File: config.mk
export PLATFORM = sky130hd
export DESIGN_NAME = dmem_bridge
export DESIGN_NICKNAME = d
export VERILOG_FILES = /design/src/rtl/dmem_bridge_pkg.sv /design/src/rtl/dmem_addr_map.sv /design/src/rtl/dmem_bridge.sv
export SDC_FILE = /design/constraint.sdc
export NUM_CORES = 1
export LEC_CHECK = 0
export CAP_MARGIN = 0
export CORE_ASPECT_RATIO = 1.1
export CORE_MARGIN = 2
export CORE_UTILIZATION = 42
export CTS_CLUSTER_SIZE = 25
export DETAILED_ROUTE_END_ITERATION = 16
export PLACE_DENSITY_LB_ADDON = 0.2
export SLEW_MARGIN = 20
export SYNTH_ARGS = -nofsm -noshare
export SYNTH_HDL_FRONTEND = slang
export SYNTH_SLANG_ARGS = --single-unit
File: constraint.sdc
create_clock -name clk -period 3.76 [get_ports clk]
set_input_delay 1.128 -clock clk [delete_from_list [all_inputs] [get_ports clk]]
set_output_delay 1.128 -clock clk [all_outputs]
set_load 0.005 [all_outputs]
File: src/rtl/dmem_bridge_pkg.sv
// Shared types and constants for the data-side bus bridge.
// Holds the bridge state encoding, access size codes and the kseg mapping helper.
package dmem_bridge_pkg;

    typedef enum logic [1:0] {
        DB_IDLE = 2'd0,
        DB_REQ  = 2'd1,
        DB_WAIT = 2'd2,
        DB_DONE = 2'd3
    } db_state_t;

    localparam logic [1:0] SZ_B = 2'd0;
    localparam logic [1:0] SZ_H = 2'd1;
    localparam logic [1:0] SZ_W = 2'd2;

    localparam logic [31:0] KSEG_MASK = 32'h1FFF_FFFF;

    // kseg0/kseg1 (0x8000_0000..0xBFFF_FFFF) are unmapped windows onto
    // the low 512 MiB; everything else passes through untouched.
    function automatic logic [31:0] kseg_map(input logic [31:0] vaddr);
        if (vaddr[31:30] == 2'b10) begin
            return vaddr & KSEG_MASK;
        end
        return vaddr;
    endfunction

endpackage

File: src/rtl/dmem_addr_map.sv
// Virtual-to-physical address map shared by the instruction and data bridges.
// Ports: i_vaddr (virtual byte address) -> o_paddr (physical byte address).
module dmem_addr_map
    import dmem_bridge_pkg::*;
#(
    parameter bit KSEG_MAP = 1'b1
) (
    input  logic [31:0] i_vaddr,
    output logic [31:0] o_paddr
);

    logic [31:0] w_mapped;

    assign w_mapped = kseg_map(i_vaddr);
    assign o_paddr  = KSEG_MAP ? w_mapped : i_vaddr;

endmodule

File: src/rtl/dmem_bridge.sv
// Data-SRAM request to split addr/data handshake bus bridge with pipeline stall.
// Ports: clk/rst, flush_i, data_sram_* (pipeline side), data_stallreq_o, dbus_* (bus side).
module dmem_bridge
    import dmem_bridge_pkg::*;
#(
    parameter bit KSEG_MAP = 1'b1
) (
    input  logic        clk,
    input  logic        rst,
    input  logic        flush_i,
    input  logic        data_sram_en,
    input  logic [3:0]  data_sram_wen,
    input  logic [1:0]  data_sram_size,
    input  logic [31:0] data_sram_addr,
    input  logic [31:0] data_sram_wdata,
    output logic [31:0] data_sram_rdata,
    output logic        data_stallreq_o,
    output logic        dbus_req,
    output logic        dbus_wr,
    output logic [1:0]  dbus_size,
    output logic [31:0] dbus_addr,
    output logic [3:0]  dbus_wstrb,
    output logic [31:0] dbus_wdata,
    input  logic        dbus_addr_ok,
    input  logic        dbus_data_ok,
    input  logic [31:0] dbus_rdata
);

    db_state_t   r_state;
    db_state_t   w_next;
    logic [3:0]  r_wen;
    logic [1:0]  r_size;
    logic [31:0] r_addr;
    logic [31:0] r_wdata;
    logic        r_wr;
    logic        r_kill;
    logic [31:0] r_rdata;

    logic [31:0] w_paddr;
    logic        w_load;
    logic        w_set_kill;
    logic        w_clr_kill;
    logic        w_cap;
    logic        w_kill;
    logic        w_stall;
    logic        w_req;

    dmem_addr_map #(
        .KSEG_MAP (KSEG_MAP)
    ) u_map (
        .i_vaddr (data_sram_addr),
        .o_paddr (w_paddr)
    );

    // A flush arriving in the same cycle as data_ok still kills delivery.
    assign w_kill = r_kill | flush_i;

    always_comb begin
        w_next     = r_state;
        w_stall    = 1'b0;
        w_req      = 1'b0;
        w_load     = 1'b0;
        w_set_kill = 1'b0;
        w_clr_kill = 1'b0;
        w_cap      = 1'b0;
        unique case (r_state)
            DB_IDLE: begin
                w_stall = data_sram_en;
                if (data_sram_en && !flush_i) begin
                    w_load = 1'b1;
                    w_next = DB_REQ;
                end
            end
            DB_REQ: begin
                w_stall    = 1'b1;
                w_req      = 1'b1;
                w_set_kill = flush_i;
                if (dbus_addr_ok) begin
                    w_next = DB_WAIT;
                end
            end
            DB_WAIT: begin
                w_stall    = 1'b1;
                w_set_kill = flush_i;
                if (dbus_data_ok) begin
                    w_cap = !r_wr && !w_kill;
                    if (w_kill) begin
                        w_clr_kill = 1'b1;
                        w_next     = DB_IDLE;
                    end else begin
                        w_next = DB_DONE;
                    end
                end
            end
            // The request still on data_sram_en here is the completed one.
            DB_DONE: begin
                w_next = DB_IDLE;
            end
            default: begin
                w_next = DB_IDLE;
            end
        endcase
    end

    always_ff @(posedge clk) begin
        if (rst) begin
            r_state <= DB_IDLE;
            r_kill  <= 1'b0;
        end else begin
            r_state <= w_next;
            if (w_clr_kill) begin
                r_kill <= 1'b0;
            end else if (w_set_kill) begin
                r_kill <= 1'b1;
            end
        end
    end

    always_ff @(posedge clk) begin
        if (rst) begin
            r_wen   <= '0;
            r_size  <= '0;
            r_addr  <= '0;
            r_wdata <= '0;
            r_wr    <= 1'b0;
        end else if (w_load) begin
            r_wen   <= data_sram_wen;
            r_size  <= data_sram_size;
            r_addr  <= w_paddr;
            r_wdata <= data_sram_wdata;
            r_wr    <= |data_sram_wen;
        end
    end

    always_ff @(posedge clk) begin
        if (rst) begin
            r_rdata <= '0;
        end else if (w_cap) begin
            r_rdata <= dbus_rdata;
        end
    end

    assign data_sram_rdata = r_rdata;
    assign data_stallreq_o = w_stall;
    assign dbus_req        = w_req;
    assign dbus_wr         = r_wr;
    assign dbus_size       = r_size;
    assign dbus_addr       = r_addr;
    assign dbus_wstrb      = r_wen;
    assign dbus_wdata      = r_wdata;

endmodule

* After elaboration in Yosys (flattened, before gate mapping)
Index checks and enable logic that the tools add are counted. Widths: inputs -> output; s select.
Cells by class: eq/ne operators 7, muxes and demuxes 18, bitwise gates (word level) 1, reduce and logical (&&, ||, !) cells 10
Operators by type and width (count):
- $mux 32 | 2
- $mux 1 | 10
- $mux 2 | 4
- $pmux 2 s4 | 1
- $eq 2x2->1 const B | 3
- $ne 2x2->1 const B | 3
- $reduce_or 2->1 | 2
- $reduce_or 4->1 | 1
- $logic_not 1->1 | 3
- $reduce_and 3->1 | 1
- $eq 2x1->1 const B | 1
- $logic_and 1x1->1 | 2
- $logic_not 2->1 | 1
- $pmux 1 s2 | 1
- $or 1x1->1 | 1
Word-level totals: register bits 106, input bits 108, output and inout port bits 105, logic and storage cells 44

* Longest topological paths before layout
Gate-level depths: netlist of the first run.
depth in word-level cells 5, gate-level depth with buffers 7, depth with buffers taken out 5

* Cells and area by module
From an unflattened synthesis of the first run, not the netlist that was laid out.
Unflattened totals: cell total of the unflattened synthesis 515, area, all modules 4135.2 sq um
By module, submodules not included:
- dmem_bridge | times used 1, cells an instance 482, area each 3891.2 sq um, seq. area each 2122.0 sq um
- dmem_addr_map | times used 1, cells an instance 33, area each 244.0 sq um, seq. area each 0.0 sq um

* Worst setup path before layout of the first run
No wires, ideal clock.
path type in2out, start point input data_sram_en, end point output data_stallreq_o, arrival 1.300 ns, data required time 2.632 ns, path slack 1.332 ns, cell stages on the path 2, buffers on the path 0, cells stage by stage a21oi_1 > nor2_1
On the way: cells in the longest elaborated chain, start to end 1
Ends and longest elaborated chain:
- from (decl) | RTL line dmem_bridge.sv:11 | input logic data_sram_en,
- $pmux 1 s2 | RTL line dmem_bridge.sv:66 | unique case (r_state)
- to (decl) | RTL line dmem_bridge.sv:17 | output logic data_stallreq_o,
No other way between the ends.

* Worst setup path after layout of the first run
Ends and elaborated chain as after synthesis.

==> impl_metrics.json, run 1 <==
{
  "stdcell_count": 794,
  "ys_top_cells_by_area": "dfxtp_1, nand2_1, a21oi_1",
  "grt_pass1_wl_mm": 18.32,
  "grt_pass1_vias": 3827,
  "cp.arrival_ns": 2.32,
  "post_cts_buffers": 0,
  "maxCapViolations": 0,
  "cts_tree": "done",
  "dpl.hpwl_mm": 8.305,
  "gr-usage-all-layers_pct": 21.40,
  "via_per_inst": 5.063,
  "synthXorXnorAreaFrac_pct": 0,
  "end_kind": "output port",
  "finalHoldViolCount": 0,
  "total_power_w": 0.002737,
  "period_share_pct": 91.64,
  "antenna_found_initial": 0,
  "ant_nets": 0,
  "ys_ff_latch": 106,
  "drc": 0,
  "slew_headroom_pct": 30.92,
  "worst_ep_required_time_ns": 2.63,
  "fmax_mhz": 290.2,
  "dr.pass1.iters": 4,
  "startpoint_type": "primary input",
  "finalCriticalPeriod_ns": 3.446,
  "synth_warnings": 0,
  "skew_ns": 0.01410,
  "wl_mm": 11.65,
  "cts_buffers": 9,
  "drv_slew": 0,
  "synthDistinctLibCells": 31,
  "htreeDepth": 3,
  "wl_per_cell_um": 14.68,
  "port_buffers": 212,
  "core-area_um2": 9351,
  "synth-simple-area-share_pct": 20.85,
  "synth_mux_area_share_pct": 0,
  "cts_buffer_depth": 2,
  "synth_compound_area_share_pct": 18.82,
  "synth_top_area_cell": "dfxtp_1",
  "grt_overflow": 0,
  "power.static_leakage_nw": 2.183,
  "most-common-layout-cells": "clkdlybuf4s50_1, nand2_1, dfxtp_1, a21oi_1, o21ai_0",
  "cts_hold_buf": 0,
  "cts.clk_slew.worst_paths_ns": 0.08,
  "fp.dieW_um": 97.30,
  "ir_drop_uv": 216.7,
  "fin_tns_setup_ns": 0,
  "num-fill-cells": 772,
  "final_net_count": 787,
  "hp-class": "reg -> reg",
  "mostFrequentLayoutCell": "clkdlybuf4s50_1",
  "die_h_um": 106.6,
  "rsz0062_at_grt": "no",
  "clock_sinks": 106,
  "critical_path_class": "in -> out",
  "clock_latency_ns": 0.35,
  "syn_avg_cell_area_um2": 8.309,
  "drt_iter0_markers": 101,
  "synthToLayoutAreaGrowth_pct": 57.56,
  "layout-drive-gt1-share_pct": 5.613,
  "grt_max_degree": 71,
  "row_count": 37,
  "synth_top_family_by_area": "simple AND/OR/NAND/NOR gates",
  "initial_core_util_pct": 43.00,
  "fp.dieArea_um2": 10370,
  "syn_inst": 484,
  "syn_area_um2": 4021,
  "synthAdderAreaFrac_pct": 1.556,
  "dp.cells": 780,
  "setup_viol": 0,
  "pin_count": 213,
  "worst_pin_slew_ns": 1.030,
  "gp_congestion": 0.8117,
  "outcome": "completed",
  "syn_nets": 597,
  "antenna_cells": 0,
  "cts_resized": 0,
  "vias": 4020,
  "power.density_nw_per_um2": 432.0,
  "path_max_fanout": 4,
  "synth_top_area_share_pct": 52.77,
  "root_buffer": "clkbuf_8",
  "ys_seq_area_share_pct": 52.77
}
[stage by stage]
stage	hold WS [ns]	setup slack [ns]	instance area (um2)	util [%]
6_report	0.4559	0.3144	6336	67.75
5_1_grt	0.4767	0.2689	6336	67.75
4_1_cts	0.4580	0.3112	6336	67.75
3_5_place_dp	0.4455	0.3089	6131	65.56
3_3_place_gp	0.4394	0.3233	6131	65.56
2_1_floorplan	0.4483	1.332	4021	-
[per-layer routing]
| layer | up-vias | wire, um | global-route usage (%) | share of wire, % |
|---|---|---|---|---|
| li1 | 1991 | - | - | - |
| met1 | 1841 | 4618 | 24.13 | 40 |
| met3 | 30 | 943 | 7.432 | 8.1 |
| met4 | 0 | 412 | 9.821 | 3.5 |
| met2 | 158 | 5678 | 36.61 | 49 |
| met5 | - | 0 | 0 | 0 |
[flip-flops by register name (all words and copies together) (netlist names)]
signal           flops
dbus_wdata          32
r_state              2
data_sram_rdata     32
dbus_size            2
dbus_addr           32
dbus_wr              1
dbus_wstrb           4
r_kill               1
[logic make-up after synthesis]
kind of cell,Yosys count
AO/OA/AOI/OAI,143
buffers and inverters,45
AND/OR/NAND/NOR,185
flip-flops,106
adder cells (fa/ha/maj),5
[report_power, final]
| group | switching, W | internal, W | total [W] | leakage [nW] |
|---|---|---|---|---|
| clock | 0.000364 | 0.000368 | 0.000732 | 0.101 |
| sequential | 0.0000552 | 0.00122 | 0.00128 | 0.861 |
| combinational | 0.000342 | 0.000386 | 0.000728 | 1.22 |
| total | 0.000761 | 0.00198 | 0.00274 | 2.18 |
[critical path: stages]
cell	delay, ns
clkdlybuf4s50_1	0.52
a21oi_1	0.08
nor2_1	0.09
clkdlybuf4s50_1	0.50
[Yosys cell counts]
| cell | count |
|---|---|
| nand2_1 | 139 |
| dfxtp_1 | 106 |
| a21oi_1 | 102 |
| o21ai_0 | 26 |
| nand3_1 | 24 |
| buf_2 | 20 |
| clkbuf_1 | 12 |
| nand3_2 | 10 |
| o21ai_1 | 6 |
| ha_1 | 5 |
| inv_1 | 5 |
| buf_4 | 4 |
| a21oi_2 | 3 |
| nand2b_1 | 3 |
| buf_6 | 2 |
| o211a_1 | 2 |
| a211oi_1 | 1 |
| a221oi_2 | 1 |
| and2_0 | 1 |
| and2b_1 | 1 |
| and3b_1 | 1 |
| and4bb_1 | 1 |
| buf_12 | 1 |
| clkbuf_2 | 1 |
| nand3b_1 | 1 |
| nand4_1 | 1 |
| nand4bb_2 | 1 |
| nor2_1 | 1 |
| o2111ai_1 | 1 |
| o41ai_1 | 1 |
| or3b_1 | 1 |
[final cells by class]
cell class | count | area (um2) | share of cell area (%)
repair buffers | 219 | 2185 | 34.48
well taps | 117 | 146.4 | 2.310
clock inverters | 5 | 81.33 | 1.284
clock buffers | 9 | 123.9 | 1.955
flip-flops and latches | 106 | 2122 | 33.49
inverters | 5 | 18.77 | 0.2962
multi-input cells | 333 | 1659 | 26.18
[worst paths after layout]
kind	slack (ns)	cells past startpoint	endpoint	start
max	0.31	4	data_stallreq_o	data_sram_en
min	0.46	2	dbus_wstrb[0]	dbus_wstrb[0]
max reg2reg	1.64	4	data_sram_rdata[25]	dbus_wr
min reg2reg	0.46	2	dbus_wstrb[0]	dbus_wstrb[0]
(Power assumes the default switching activity.)
==> inputs of run 2 (changes only) <==
--- a/config.mk
+++ b/config.mk
@@ -12,7 +12,6 @@
 export CTS_CLUSTER_SIZE = 25
 export DETAILED_ROUTE_END_ITERATION = 16
 export PLACE_DENSITY_LB_ADDON = 0.2
-export SLEW_MARGIN = 20
 export SYNTH_ARGS = -nofsm -noshare
 export SYNTH_HDL_FRONTEND = slang
 export SYNTH_SLANG_ARGS = --single-unit
==> run 2 against run 1 <==
Hold slack about the same. Flip-flop and latch count unchanged. Global-route usage unchanged. Die area unchanged. Non-clock buffer count unchanged. Count of clock-buffer cells in the layout unchanged. Utilization unchanged. Clock skew about the same. Critical endpoint unchanged. Largest power group unchanged.
==> impl_metrics.json, run 2 (synthesis results as in run 1) <==
{
  "worst_pin_slew_ns": 1.105,
  "cts_resized": 0,
  "dpl.hpwl_mm": 8.305,
  "whs_path_depth": 2,
  "cts_hold_buf": 0,
  "dr.pass1.iters": 4,
  "pin_count": 213,
  "grt_max_degree": 71,
  "antenna_found_initial": 0,
  "ant_nets": 0,
  "initial_core_util_pct": 43.00,
  "fp.dieW_um": 97.30,
  "path_max_fanout": 4,
  "grt_overflow": 0,
  "end_kind": "output port",
  "r2r_cells": 5,
  "grt_pass1_vias": 3827,
  "r2r_slack_ns": 1.75,
  "most-common-layout-cells": "clkdlybuf4s50_1, nand2_1, dfxtp_1, a21oi_1, o21ai_0",
  "ir_drop_uv": 216.7,
  "wl_per_cell_um": 14.68,
  "die_h_um": 106.6,
  "post_cts_buffers": 0,
  "port_buffers": 212,
  "drc": 0,
  "hold_start": "dbus_wstrb[0]",
  "cts_buffers": 9,
  "antenna_cells": 0,
  "fin_hold_ws_ns": 0.4559,
  "row_count": 37,
  "cts_buffer_depth": 2,
  "vias": 4019,
  "outcome": "completed",
  "fp.dieArea_um2": 10370,
  "mostFrequentLayoutCell": "clkdlybuf4s50_1",
  "worst_ep_required_time_ns": 2.63,
  "layout-drive-gt1-share_pct": 5.613,
  "cts_tree": "done",
  "hp-class": "reg -> reg",
  "final_net_count": 787,
  "fin_tns_setup_ns": 0,
  "gr-usage-all-layers_pct": 21.40,
  "cp.arrival_ns": 2.32,
  "gp_congestion": 0.8117,
  "rsz0062_at_grt": "no",
  "via_per_inst": 5.062,
  "critical_path_class": "in -> out",
  "fmax_mhz": 290.2,
  "finalHoldViolCount": 0,
  "root_buffer": "clkbuf_8",
  "startpoint_type": "primary input",
  "period_share_pct": 91.64,
  "clock_latency_ns": 0.35,
  "drv_slew": 0,
  "reg2reg_to": "data_sram_rdata[25]",
  "slew_headroom_pct": 26.27,
  "power.static_leakage_nw": 2.184,
  "maxCapViolations": 0,
  "grt_pass1_wl_mm": 18.32,
  "num-fill-cells": 772,
  "core-area_um2": 9351,
  "cts.clk_slew.worst_paths_ns": 0.08,
  "total_power_w": 0.002737,
  "skew_ns": 0.01410,
  "finalCriticalPeriod_ns": 3.446,
  "setup_viol": 0,
  "rr_startpoint": "r_state[0]",
  "clock_sinks": 106,
  "drt_iter0_markers": 101,
  "synthToLayoutAreaGrowth_pct": 57.56,
  "min_to": "dbus_wstrb[0]",
  "power.density_nw_per_um2": 432.0,
  "htreeDepth": 3,
  "wl_mm": 11.65,
  "post-route-util_pct": 67.75
}
run 2: changes by cell type in the layout (fill, tap and decap cells not counted):
cell / change
clkinv_1: -1
inv_1: +1
run 2: area by class of cell:
class	instances	area [um2]	share of cell area, %
inverters	5	18.77	0.2962
clock inverters	5	81.33	1.284
repair buffers	219	2185	34.48
multi-input cells	333	1659	26.18
flip-flops and latches	106	2122	33.49
clock buffers	9	123.9	1.955
well taps	117	146.4	2.310
run 2: how the worst max path moves through the flow:
stage,endpoint,slack (ns),start
after floorplan,data_stallreq_o,1.33,data_sram_en
after global placement,data_stallreq_o,0.32,data_sram_en
after detailed placement,data_stallreq_o,0.31,data_sram_en
after CTS,data_stallreq_o,0.31,data_sram_en
after global routing,data_stallreq_o,0.27,data_sram_en
final,data_stallreq_o,0.31,data_sram_en
run 2: critical path, cell delays in order:
cell and delay, ns:
clkdlybuf4s50_1 0.52, a21oi_1 0.08, nor2_1 0.09, clkdlybuf4s50_1 0.50
run 2: report_power, final:
group | switching, W | internal, W
Combinational | 0.000342 | 0.000386
Clock | 0.000364 | 0.000368
Sequential | 0.0000552 | 0.00122
run 2: layer usage:
metal | share of wire (%) | vias up | track usage (%)
li1 | - | 1991 | -
met1 | 40 | 1842 | 24.13
met2 | 49 | 156 | 36.61
met3 | 8.0 | 30 | 7.432
met4 | 3.5 | 0 | 9.821
met5 | 0 | - | 0
run 2: stage by stage:
stage          worst slack, ns  std cells  cell area, um2
3_5_place_dp            0.3089        780            6131
4_1_cts                 0.3112        794            6336
5_1_grt                 0.2689        794            6336
2_1_floorplan            1.332        484            4021
3_3_place_gp            0.3233        780            6131
6_report                0.3144        794            6336
